## src/rtl/hlsm_pkg.sv

```systemverilog
// hlsm_pkg
//   Shared types and constants for the HLSM job controller.
//   - state_t   : controller FSM state encoding
//   - W_DEF     : default operand/result width
//   - N_FIELDS  : operand fields per job ({a,b,c,d,e,f})
//   - OFF_*     : LSB offset of each field in in_ops for the default width
//   - field_lsb : LSB offset of field idx (0 = a) for an arbitrary width
package hlsm_pkg;

  typedef enum logic [1:0] {
    IDLE   = 2'd0,
    LAUNCH = 2'd1,
    BUSY   = 2'd2,
    RESULT = 2'd3
  } state_t;

  localparam int W_DEF       = 16;
  localparam int LAT_MAX_DEF = 15;
  localparam int N_FIELDS    = 6;

  // a sits in the MSBs, f in the LSBs
  localparam int OFF_A = 5 * W_DEF;
  localparam int OFF_B = 4 * W_DEF;
  localparam int OFF_C = 3 * W_DEF;
  localparam int OFF_D = 2 * W_DEF;
  localparam int OFF_E = 1 * W_DEF;
  localparam int OFF_F = 0;

  function automatic int field_lsb(input int idx, input int w);
    return (N_FIELDS - 1 - idx) * w;
  endfunction

endpackage

```

## src/rtl/hlsm_job_ctrl_if.sv

```systemverilog
// hlsm_job_ctrl_if
//   Groups the operand stream, the HLSM launch/complete handshake and the
//   result stream of the job controller.
//   Modports:
//     slave  : controller side (hlsm_job_ctrl)
//     master : environment side (operand producer, HLSM, result consumer)
//   Signals:
//     in_valid/in_ready/in_ops   operand set stream, in_ops = {a,b,c,d,e,f}
//     Start/hlsm_ops             launch pulse and held operands to the HLSM
//     Done/j_in/k_in             HLSM completion and results
//     out_valid/out_ready/out_j/out_k  result stream
interface hlsm_job_ctrl_if
  import hlsm_pkg::*;
#(
  parameter int W = W_DEF
);

  logic                  in_valid;
  logic                  in_ready;
  logic [N_FIELDS*W-1:0] in_ops;
  logic                  Start;
  logic [N_FIELDS*W-1:0] hlsm_ops;
  logic                  Done;
  logic [W-1:0]          j_in;
  logic [W-1:0]          k_in;
  logic                  out_valid;
  logic                  out_ready;
  logic [W-1:0]          out_j;
  logic [W-1:0]          out_k;

  modport slave (
    input  in_valid, in_ops, Done, j_in, k_in, out_ready,
    output in_ready, Start, hlsm_ops, out_valid, out_j, out_k
  );

  modport master (
    output in_valid, in_ops, Done, j_in, k_in, out_ready,
    input  in_ready, Start, hlsm_ops, out_valid, out_j, out_k
  );

endinterface

```

## src/rtl/hlsm_job_ctrl.sv

```systemverilog
// hlsm_job_ctrl
//   Control stage around the scheduled HLSM datapath. Accepts an operand set,
//   holds it for the HLSM, issues a one-cycle Start, waits for Done, captures
//   j/k and offers them on the result stream. Counts completed jobs.
//   Ports:
//     Clk      clock
//     Rst      asynchronous active-low reset
//     bus      hlsm_job_ctrl_if.slave (operand stream, HLSM handshake,
//              result stream)
//     job_cnt  completed jobs, wraps 255 -> 0
//     err      (HLSM_JOB_WDOG_EN only) sticky watchdog timeout flag
//   Optional feature macro: HLSM_JOB_WDOG_EN adds a Start-to-Done watchdog
//   (LAT_MAX cycles) that abandons a hung job and raises err.
//
//   state  | meaning
//   IDLE   | ready for an operand set; capture on in_valid
//   LAUNCH | Start high for this single cycle
//   BUSY   | waiting for Done from the HLSM
//   RESULT | out_valid high, waiting for out_ready
module hlsm_job_ctrl
  import hlsm_pkg::*;
#(
  parameter int W = W_DEF
`ifdef HLSM_JOB_WDOG_EN
  , parameter int LAT_MAX = LAT_MAX_DEF
`endif
) (
  input  logic                  Clk,
  input  logic                  Rst,
  hlsm_job_ctrl_if.slave        bus,
  output logic [7:0]            job_cnt
`ifdef HLSM_JOB_WDOG_EN
  , output logic                err
`endif
);

  state_t state, state_nxt;
  logic   cap_ops;
  logic   cap_res;

`ifdef HLSM_JOB_WDOG_EN
  localparam int CW = $clog2(LAT_MAX + 1);
  logic [CW-1:0] wdog_cnt;
  logic          wdog_exp;
  logic          wdog_trip;

  assign wdog_exp = (wdog_cnt == '0);
`endif

  always_ff @(posedge Clk or negedge Rst) begin
    if (!Rst) state <= IDLE;
    else      state <= state_nxt;
  end

  // Done is only looked at in BUSY; the HLSM does not reset it, so any
  // value seen in other states is meaningless.
  always_comb begin
    state_nxt     = state;
    cap_ops       = 1'b0;
    cap_res       = 1'b0;
    bus.in_ready  = 1'b0;
    bus.Start     = 1'b0;
    bus.out_valid = 1'b0;
`ifdef HLSM_JOB_WDOG_EN
    wdog_trip     = 1'b0;
`endif
    case (state)
      IDLE: begin
        bus.in_ready = 1'b1;
        if (bus.in_valid) begin
          cap_ops   = 1'b1;
          state_nxt = LAUNCH;
        end
      end
      LAUNCH: begin
        bus.Start = 1'b1;
        state_nxt = BUSY;
      end
      BUSY: begin
        if (bus.Done) begin
          cap_res   = 1'b1;
          state_nxt = RESULT;
        end
`ifdef HLSM_JOB_WDOG_EN
        else if (wdog_exp) begin
          wdog_trip = 1'b1;
          state_nxt = IDLE;
        end
`endif
      end
      RESULT: begin
        bus.out_valid = 1'b1;
        if (bus.out_ready) state_nxt = IDLE;
      end
      default: state_nxt = IDLE;
    endcase
  end

  // Operands stay put from capture until the next capture, so the HLSM can
  // read any field in any of its states.
  always_ff @(posedge Clk or negedge Rst) begin
    if (!Rst)         bus.hlsm_ops <= '0;
    else if (cap_ops) bus.hlsm_ops <= bus.in_ops;
  end

  always_ff @(posedge Clk or negedge Rst) begin
    if (!Rst) begin
      bus.out_j <= '0;
      bus.out_k <= '0;
      job_cnt   <= '0;
    end else if (cap_res) begin
      bus.out_j <= bus.j_in;
      bus.out_k <= bus.k_in;
      job_cnt   <= job_cnt + 8'd1;
    end
  end

`ifdef HLSM_JOB_WDOG_EN
  // Loaded in LAUNCH; BUSY may run LAT_MAX+1 cycles before the trip.
  always_ff @(posedge Clk or negedge Rst) begin
    if (!Rst) begin
      wdog_cnt <= '0;
      err      <= 1'b0;
    end else begin
      if (state == LAUNCH)                wdog_cnt <= CW'(LAT_MAX);
      else if (state == BUSY && !wdog_exp) wdog_cnt <= wdog_cnt - 1'b1;
      if (wdog_trip) err <= 1'b1;
    end
  end
`endif

endmodule

```

## src/flat_wrapper.sv

```systemverilog
// flat-port wrapper written by rule: the top's interface ports become plain ports
module hlsm_job_ctrl_flat import hlsm_pkg::*;
#(
  parameter int W = W_DEF

)
  (Clk, Rst, job_cnt, bus_in_valid, bus_in_ops, bus_Done, bus_j_in, bus_k_in, bus_out_ready, bus_in_ready, bus_Start, bus_hlsm_ops, bus_out_valid, bus_out_j, bus_out_k);
  hlsm_job_ctrl_if #(.W(W)) bus_i ();
  input  logic Clk;
  input  logic Rst;
  output logic [7:0] job_cnt;
  input wire logic [$bits(bus_i.in_valid)-1:0] bus_in_valid;
  input wire logic [$bits(bus_i.in_ops)-1:0] bus_in_ops;
  input wire logic [$bits(bus_i.Done)-1:0] bus_Done;
  input wire logic [$bits(bus_i.j_in)-1:0] bus_j_in;
  input wire logic [$bits(bus_i.k_in)-1:0] bus_k_in;
  input wire logic [$bits(bus_i.out_ready)-1:0] bus_out_ready;
  output wire logic [$bits(bus_i.in_ready)-1:0] bus_in_ready;
  output wire logic [$bits(bus_i.Start)-1:0] bus_Start;
  output wire logic [$bits(bus_i.hlsm_ops)-1:0] bus_hlsm_ops;
  output wire logic [$bits(bus_i.out_valid)-1:0] bus_out_valid;
  output wire logic [$bits(bus_i.out_j)-1:0] bus_out_j;
  output wire logic [$bits(bus_i.out_k)-1:0] bus_out_k;
  assign bus_i.in_valid = bus_in_valid;
  assign bus_i.in_ops = bus_in_ops;
  assign bus_i.Done = bus_Done;
  assign bus_i.j_in = bus_j_in;
  assign bus_i.k_in = bus_k_in;
  assign bus_i.out_ready = bus_out_ready;
  assign bus_in_ready = bus_i.in_ready;
  assign bus_Start = bus_i.Start;
  assign bus_hlsm_ops = bus_i.hlsm_ops;
  assign bus_out_valid = bus_i.out_valid;
  assign bus_out_j = bus_i.out_j;
  assign bus_out_k = bus_i.out_k;
  hlsm_job_ctrl #(.W(W)) u_core (.Clk(Clk), .Rst(Rst), .bus(bus_i), .job_cnt(job_cnt));
endmodule
```

## config.mk

```make
export PLATFORM = sky130hd
export DESIGN_NAME = hlsm_job_ctrl_flat
export DESIGN_NICKNAME = d
export VERILOG_FILES = /design/src/rtl/hlsm_pkg.sv /design/src/rtl/hlsm_job_ctrl_if.sv /design/src/rtl/hlsm_job_ctrl.sv /design/src/flat_wrapper.sv
export SDC_FILE = /design/constraint.sdc
export NUM_CORES = 1
export LEC_CHECK = 0
export BUFFER_PORTS_ARGS = -buffer_cell sky130_fd_sc_hd__buf_2
export CAP_MARGIN = 20
export CORE_MARGIN = 2
export CORE_UTILIZATION = 30
export DETAILED_ROUTE_END_ITERATION = 12
export PLACE_DENSITY = 0.61
export SKIP_CTS_REPAIR_TIMING = 1
export SYNTH_ARGS = -nofsm -noshare
export SYNTH_HDL_FRONTEND = slang
export SYNTH_SLANG_ARGS = --single-unit
```

## constraint.sdc

```tcl
create_clock -name Clk -period 4 [get_ports Clk]
set_input_delay 0.6 -clock Clk [delete_from_list [all_inputs] [get_ports Clk]]
set_output_delay 0.6 -clock Clk [all_outputs]
set_load 0.01 [all_outputs]
```

==> impl_metrics.ini, run 1 <==
[timing]
min_period_ns = 2.144
rsz0062_at_grt = false
fin_worst_skew_ns = 0.01092
fmax_mhz = 466.5
slew_headroom_pct = 57.16
fin_crit_sh_pct = 53.59
tns_ns = 0
tightestPinTransition_ns = 0.6425
drv_slew = 0
hold_viol = 0
finalSetupViolCount = 0

[clocking]
clk_latency_ns = 0.41
cts_buffers = 17
clk_pin_slew_ns = 0.06
cts_tree = yes
clockBufferDepth = 2
h-tree-depth = 4
root_buffer = clkbuf_16
cts_num_sinks = 138

[power]
vdd_drop_max_mv = 0.3894
p_leak_nw = 3.707
power.density_nw_per_um2 = 835.5
swShare_pct = 32.52
p_switching_mw = 2.015
clockPowerShare_pct = 23.9
p_seq_share_pct = 39.7
combPwrFrac_pct = 36.4
power.internal_mw = 4.181

[critical_path]
path_cells = inv_1, ha_1, nand2_4, buf_4, mux2_2
reg2reg_from = u_core.state[0]
critPathBufInv = 2
slowest_delay_ns = 0.49
r2r_setup_slack_ns = 1.86
cp-start-kind = flip-flop
crit_cells = 5
critPathKind = reg2reg
worstPathArrival_ns = 2.43
crit_path_start = u_core.state[0]
path_delay_family = buffers and inverters
cp-end-kind = flip-flop
r2r_cells = 5
critical_path.max_fanout = 38
cp_slowest_cell = buf_4
cp-endpoint = u_core.bus.hlsm_ops[50]
cp.required_ns = 4.29
rr_endpoint = u_core.bus.hlsm_ops[50]

[grt]
antenna_found_initial = 1
grtUsageMet1_pct = 14.30
grt_pass1_vias = 3881
grt_overflow_total = 0
grt_start_max_net_pins = 73
grt.total_usage_pct = 13.07
grt_use_met3_pct = 5.556
top_usage_layer = met2
globalRouteMet2Util_pct = 22.56
grt_pass1_wl_um = 18780

[synth]
synth_commonest_cells = dfrtp_1 (138), mux2_2 (89), mux2_1 (41)
synth_edf_count = 0
yosysTopAreaCellShare_pct = 65.37
synthTopCellsByArea = dfrtp_1 (65%), mux2_2 (19%), mux2_1 (8.7%)
synth_ff_type = dfrtp_1
syn_inst = 314
yosysTopAreaCell = dfrtp_1
synth.most_common_cell = dfrtp_1
synth_area_um2 = 5283
ys_async_sr_fraction_pct = 100.0
synth_area_per_cell_um2 = 16.82
ys_warn_count = 0
synth_nets = 453
seq_area_frac_synth_pct = 65.37
synth.distinct_cells = 19
synth_seq_cells = 138

[cells_and_area]
syn_to_final_growth_pct = 40.38
drive_above_1_share_pct = 65.18
nNetsFinal = 733
final_area_um2 = 7416
num-fill-cells = 1616

[drt]
vias = 3621
dr.pass1.iters = 4
routedWlPerCell_um = 14.89
ant_nets = 0
remaining_drc_errors = 0
drt_iter0_markers = 94
viasPerCell = 4.352
drt_wl_total_um = 12390

[placed_design]
place_congestion = 0.7740
place_area_um2 = 6854
port_buffers = 271
dpl.hpwl_um = 9334

[floorplan]
rows = 48
die_w_um = 136.7
dieArea_um2 = 18690
start_util_pct = 30.65
io_pins = 272
die_y_um = 136.7
coreArea_um2 = 17240

[outcome]
status = completed

[worst_hold_path]
min_path_type = in2async

[flow_run]
cap_violations = 0
-- worst min path at each step --
| stage | slack, ns | depth (start not counted) | end |
|---|---|---|---|
| global placement | 0.46 | 1 | u_core.job_cnt[7] |
| finish | 0.17 | 1 | u_core.bus.hlsm_ops[65] |
| floorplan | 0.30 | 0 | u_core.bus.hlsm_ops[0] |
| CTS | 0.20 | 1 | u_core.bus.hlsm_ops[65] |
| global route | 0.21 | 1 | u_core.bus.hlsm_ops[66] |
| detailed placement | 0.48 | 1 | u_core.job_cnt[7] |
-- state kept, by name, summed over array words and instances, names as in the netlist --
| signal | flops |
|---|---|
| u_core.bus.hlsm_ops | 96 |
| u_core.bus.out_j | 16 |
| u_core.bus.out_k | 16 |
| u_core.job_cnt | 8 |
| u_core.state | 2 |
-- power groups by stage --
| stage | Combinational, mW | Sequential [mW] | Clock [mW] |
|---|---|---|---|
| 2_1_floorplan | 0.967 | 2.80 | 0 |
| 5_1_grt | 2.45 | 2.55 | 1.61 |
| 6_report | 2.25 | 2.46 | 1.48 |
| 4_1_cts | 2.30 | 2.47 | 1.54 |
| 3_3_place_gp | 2.23 | 2.46 | 0 |
| 3_5_place_dp | 2.31 | 2.49 | 0 |
-- cell families (layout without fill, tap and decap cells) --
kind of cell | Yosys count | after routing | share of synthesized area (%)
DFF | 138 | 138 | 65.37
muxes | 130 | 130 | 27.71
buffers and inverters | 19 | 311 | 2.677
and+or+nand+nor | 11 | 11 | 1.161
xor gates and xnor gates | 7 | 7 | 1.161
adders and majority gates | 6 | 6 | 1.421
AOI/OAI and AO/OA | 3 | 3 | 0.4975
other | 0 | 1 | 0
-- placed cells by master (no fill, tap or decap) --
cell type  instances
buf_2            270
dfrtp_1          138
mux2_2            89
mux2_1            41
clkbuf_16         17
clkinv_2           7
xnor2_1            6
ha_1               6
inv_1              5
nand4_1            4
clkinv_4           4
buf_4              3
nand2_1            2
bufinv_16          2
diode_2            1
nand2_4            1
a222oi_1           1
nor2_1             1
a22oi_1            1
a2bb2oi_1          1
and4_1             1
and2_1             1
xor2_1             1
and3_1             1
clkbuf_1           1
buf_6              1
buf_12             1
-- layout make-up --
cell class,instances,area (um2),area share (%)
clock inverter,13,130.1,1.755
antenna,1,2.502,0.03374
sequential,138,3453,46.57
multi-input combinational,157,1695,22.86
timing repair buffer,275,1405,18.95
inverter,5,18.77,0.2531
clock buffer,18,429.2,5.787
tap,225,281.5,3.796
-- layer usage --
layer / vias up / routed length [um]
li1: 1663 / -
met1: 1773 / 4670
met2: 169 / 6369
met3: 16 / 1119
met4: 0 / 229
met5: - / 0
-- per-stage QoR --
stage	hold slack, ns	std cells	power, mW	setup slack (ns)	util [%]
6_report	0.1702	832	6.196	1.856	43.02
5_1_grt	0.2060	832	6.610	1.746	43.02
4_1_cts	0.1956	831	6.313	1.841	43.01
3_5_place_dp	0.4771	800	4.793	1.854	39.76
3_3_place_gp	0.4601	800	4.691	1.974	39.76
2_1_floorplan	0.3044	314	3.769	2.412	-
No activity file was read; power rests on OpenSTA's default activity.
==> inputs of run 2 (changes only) <==
==> constraint.sdc (replaced) <==
create_clock -name Clk -period 2 [get_ports Clk]
set_input_delay 0.3 -clock Clk [delete_from_list [all_inputs] [get_ports Clk]]
set_output_delay 0.3 -clock Clk [all_outputs]
set_load 0.01 [all_outputs]
==> run 2 against run 1 <==
Clock skew decreased by 0.0048 ns. Die area stayed put. Sequential power is 100% higher. Utilization is 0.20 points higher. Maximum frequency is 26% higher. Sequential cell count unchanged. Worst setup slack worse by 1.6 ns. Register-to-register slack got worse by 1.6 ns. Critical endpoint is now u_core.state[1].
==> impl_metrics.ini, run 2 (synthesis results as in run 1) <==
[outcome]
status = completed

[critical_path]
cp.required_ns = 2.28
cp_slowest_cell = a222oi_1
r2r_cells = 4
crit_path_start = u_core.state[1]
r2r_setup_slack_ns = 0.29
critPathKind = reg2reg
cp-end-kind = flip-flop
reg2reg_from = u_core.state[1]
path_cells = inv_1, ha_1, a222oi_1, mux2_1
critPathBufInv = 1
crit_cells = 4
critical_path.max_fanout = 4
rr_endpoint = u_core.state[1]
slowest_delay_ns = 0.46
cp-endpoint = u_core.state[1]
cp-start-kind = flip-flop
path_delay_family = compound AO/OA/AOI/OAI gates
worstPathArrival_ns = 1.99

[timing]
fin_crit_sh_pct = 85.40
tns_ns = 0
slew_headroom_pct = 68.99
hold_viol = 0
fmax_mhz = 585.5
finalSetupViolCount = 0
min_period_ns = 1.708
drv_slew = 0
rsz0062_at_grt = false
tightestPinTransition_ns = 0.4652
fin_worst_skew_ns = 0.006091

[grt]
grt_pass1_wl_um = 18840
grt_start_max_net_pins = 60
grt_overflow_total = 0
antenna_found_initial = 1
grt.total_usage_pct = 13.19
grt_pass1_vias = 3801

[clocking]
clk_pin_slew_ns = 0.06
root_buffer = clkbuf_16
cts_num_sinks = 138
clk_latency_ns = 0.40
cts_buffers = 17
cts_tree = yes
clockBufferDepth = 2
h-tree-depth = 4

[placed_design]
port_buffers = 271
place_congestion = 0.7301
dpl.hpwl_um = 9449

[worst_hold_path]
min_path_type = in2reg

[power]
total_power_mw = 12.29
clockPowerShare_pct = 22.9
vdd_drop_max_mv = 0.7179
p_seq_share_pct = 40.0
combPwrFrac_pct = 37.1
p_leak_nw = 3.705
p_switching_mw = 4.013
power.density_nw_per_um2 = 1650
swShare_pct = 32.64
power.internal_mw = 8.281

[drt]
drt_iter0_markers = 104
drt_wl_total_um = 12540
ant_nets = 0
vias = 3603
routedWlPerCell_um = 15.09
remaining_drc_errors = 0
viasPerCell = 4.336
dr.pass1.iters = 4

[flow_run]
cap_violations = 0

[cells_and_area]
drive_above_1_share_pct = 65.02
top_regs = u_core.bus.hlsm_ops: 96 flops, u_core.bus.out_j: 16 flops, u_core.bus.out_k: 16 flops
top_register = u_core.bus.hlsm_ops
syn_to_final_growth_pct = 41.05
nNetsFinal = 735
diodes = 0
largest_reg_flops = 96
final_common_cell = buf_2
final_cell_mix = buf_2 (270), dfrtp_1 (138), mux2_2 (89), mux2_1 (41), clkbuf_16 (17)

[floorplan]
rows = 48
io_pins = 272
coreArea_um2 = 17240
dieArea_um2 = 18690
start_util_pct = 30.65
die_w_um = 136.7
die_y_um = 136.7
==> run 2: metrics by stage <==
stage	cells	util [%]	setup slack [ns]	hold WS, ns	cell area (um2)
after floorplan	314	-	0.4118	0.004409	5283
after global placement	801	40.10	0.4024	0.2597	6912
after detailed placement	801	40.10	0.3225	0.2752	6912
after CTS	830	43.17	0.2836	-0.1661	7441
after global routing	831	43.23	0.1627	0.08727	7451
final	831	43.23	0.2920	0.1084	7451
==> run 2: metal layers <==
metal  share of wire (%)  up-vias  wire length (um)  GRT usage [%]
met5                0.10        -                13              0
met1                  38     1747              4812          14.70
met3                 9.6       19              1201          5.519
li1                    -     1668                 -              -
met2                  50      167              6314          22.72
met4                 1.6        2               196          4.398
==> run 2: final cells by class <==
type	instances	area (um2)
Tap cell	225	281.5
Clock inverter	7	45.04
Clock buffer	22	484.2
Timing Repair Buffer	277	1473
Fill cell	1618	9786
Sequential cell	138	3453
Multi-Input combinational cell	157	1695
Inverter	5	18.77
==> run 2: how the worst min path moves through the flow <==
stage,slack [ns],startpoint,endpoint,cells after the start
floorplan,0.004,Rst,u_core.bus.hlsm_ops[0],0
global placement,0.26,Rst,u_core.bus.hlsm_ops[66],1
detailed placement,0.28,Rst,u_core.bus.hlsm_ops[65],1
CTS,-0.17,Rst,u_core.bus.hlsm_ops[66],1
global route,0.09,bus_in_ops[58],u_core.bus.hlsm_ops[58],2
finish,0.11,bus_in_ops[58],u_core.bus.hlsm_ops[58],2
==> run 2: power groups by stage <==
stage | registers (mW) | clock network (mW) | logic [mW]
3_5_place_dp | 4.97 | 0 | 4.67
5_1_grt | 5.10 | 3.04 | 4.96
2_1_floorplan | 5.60 | 0 | 1.93
6_report | 4.92 | 2.82 | 4.56
3_3_place_gp | 4.90 | 0 | 4.53
4_1_cts | 4.94 | 2.90 | 4.66
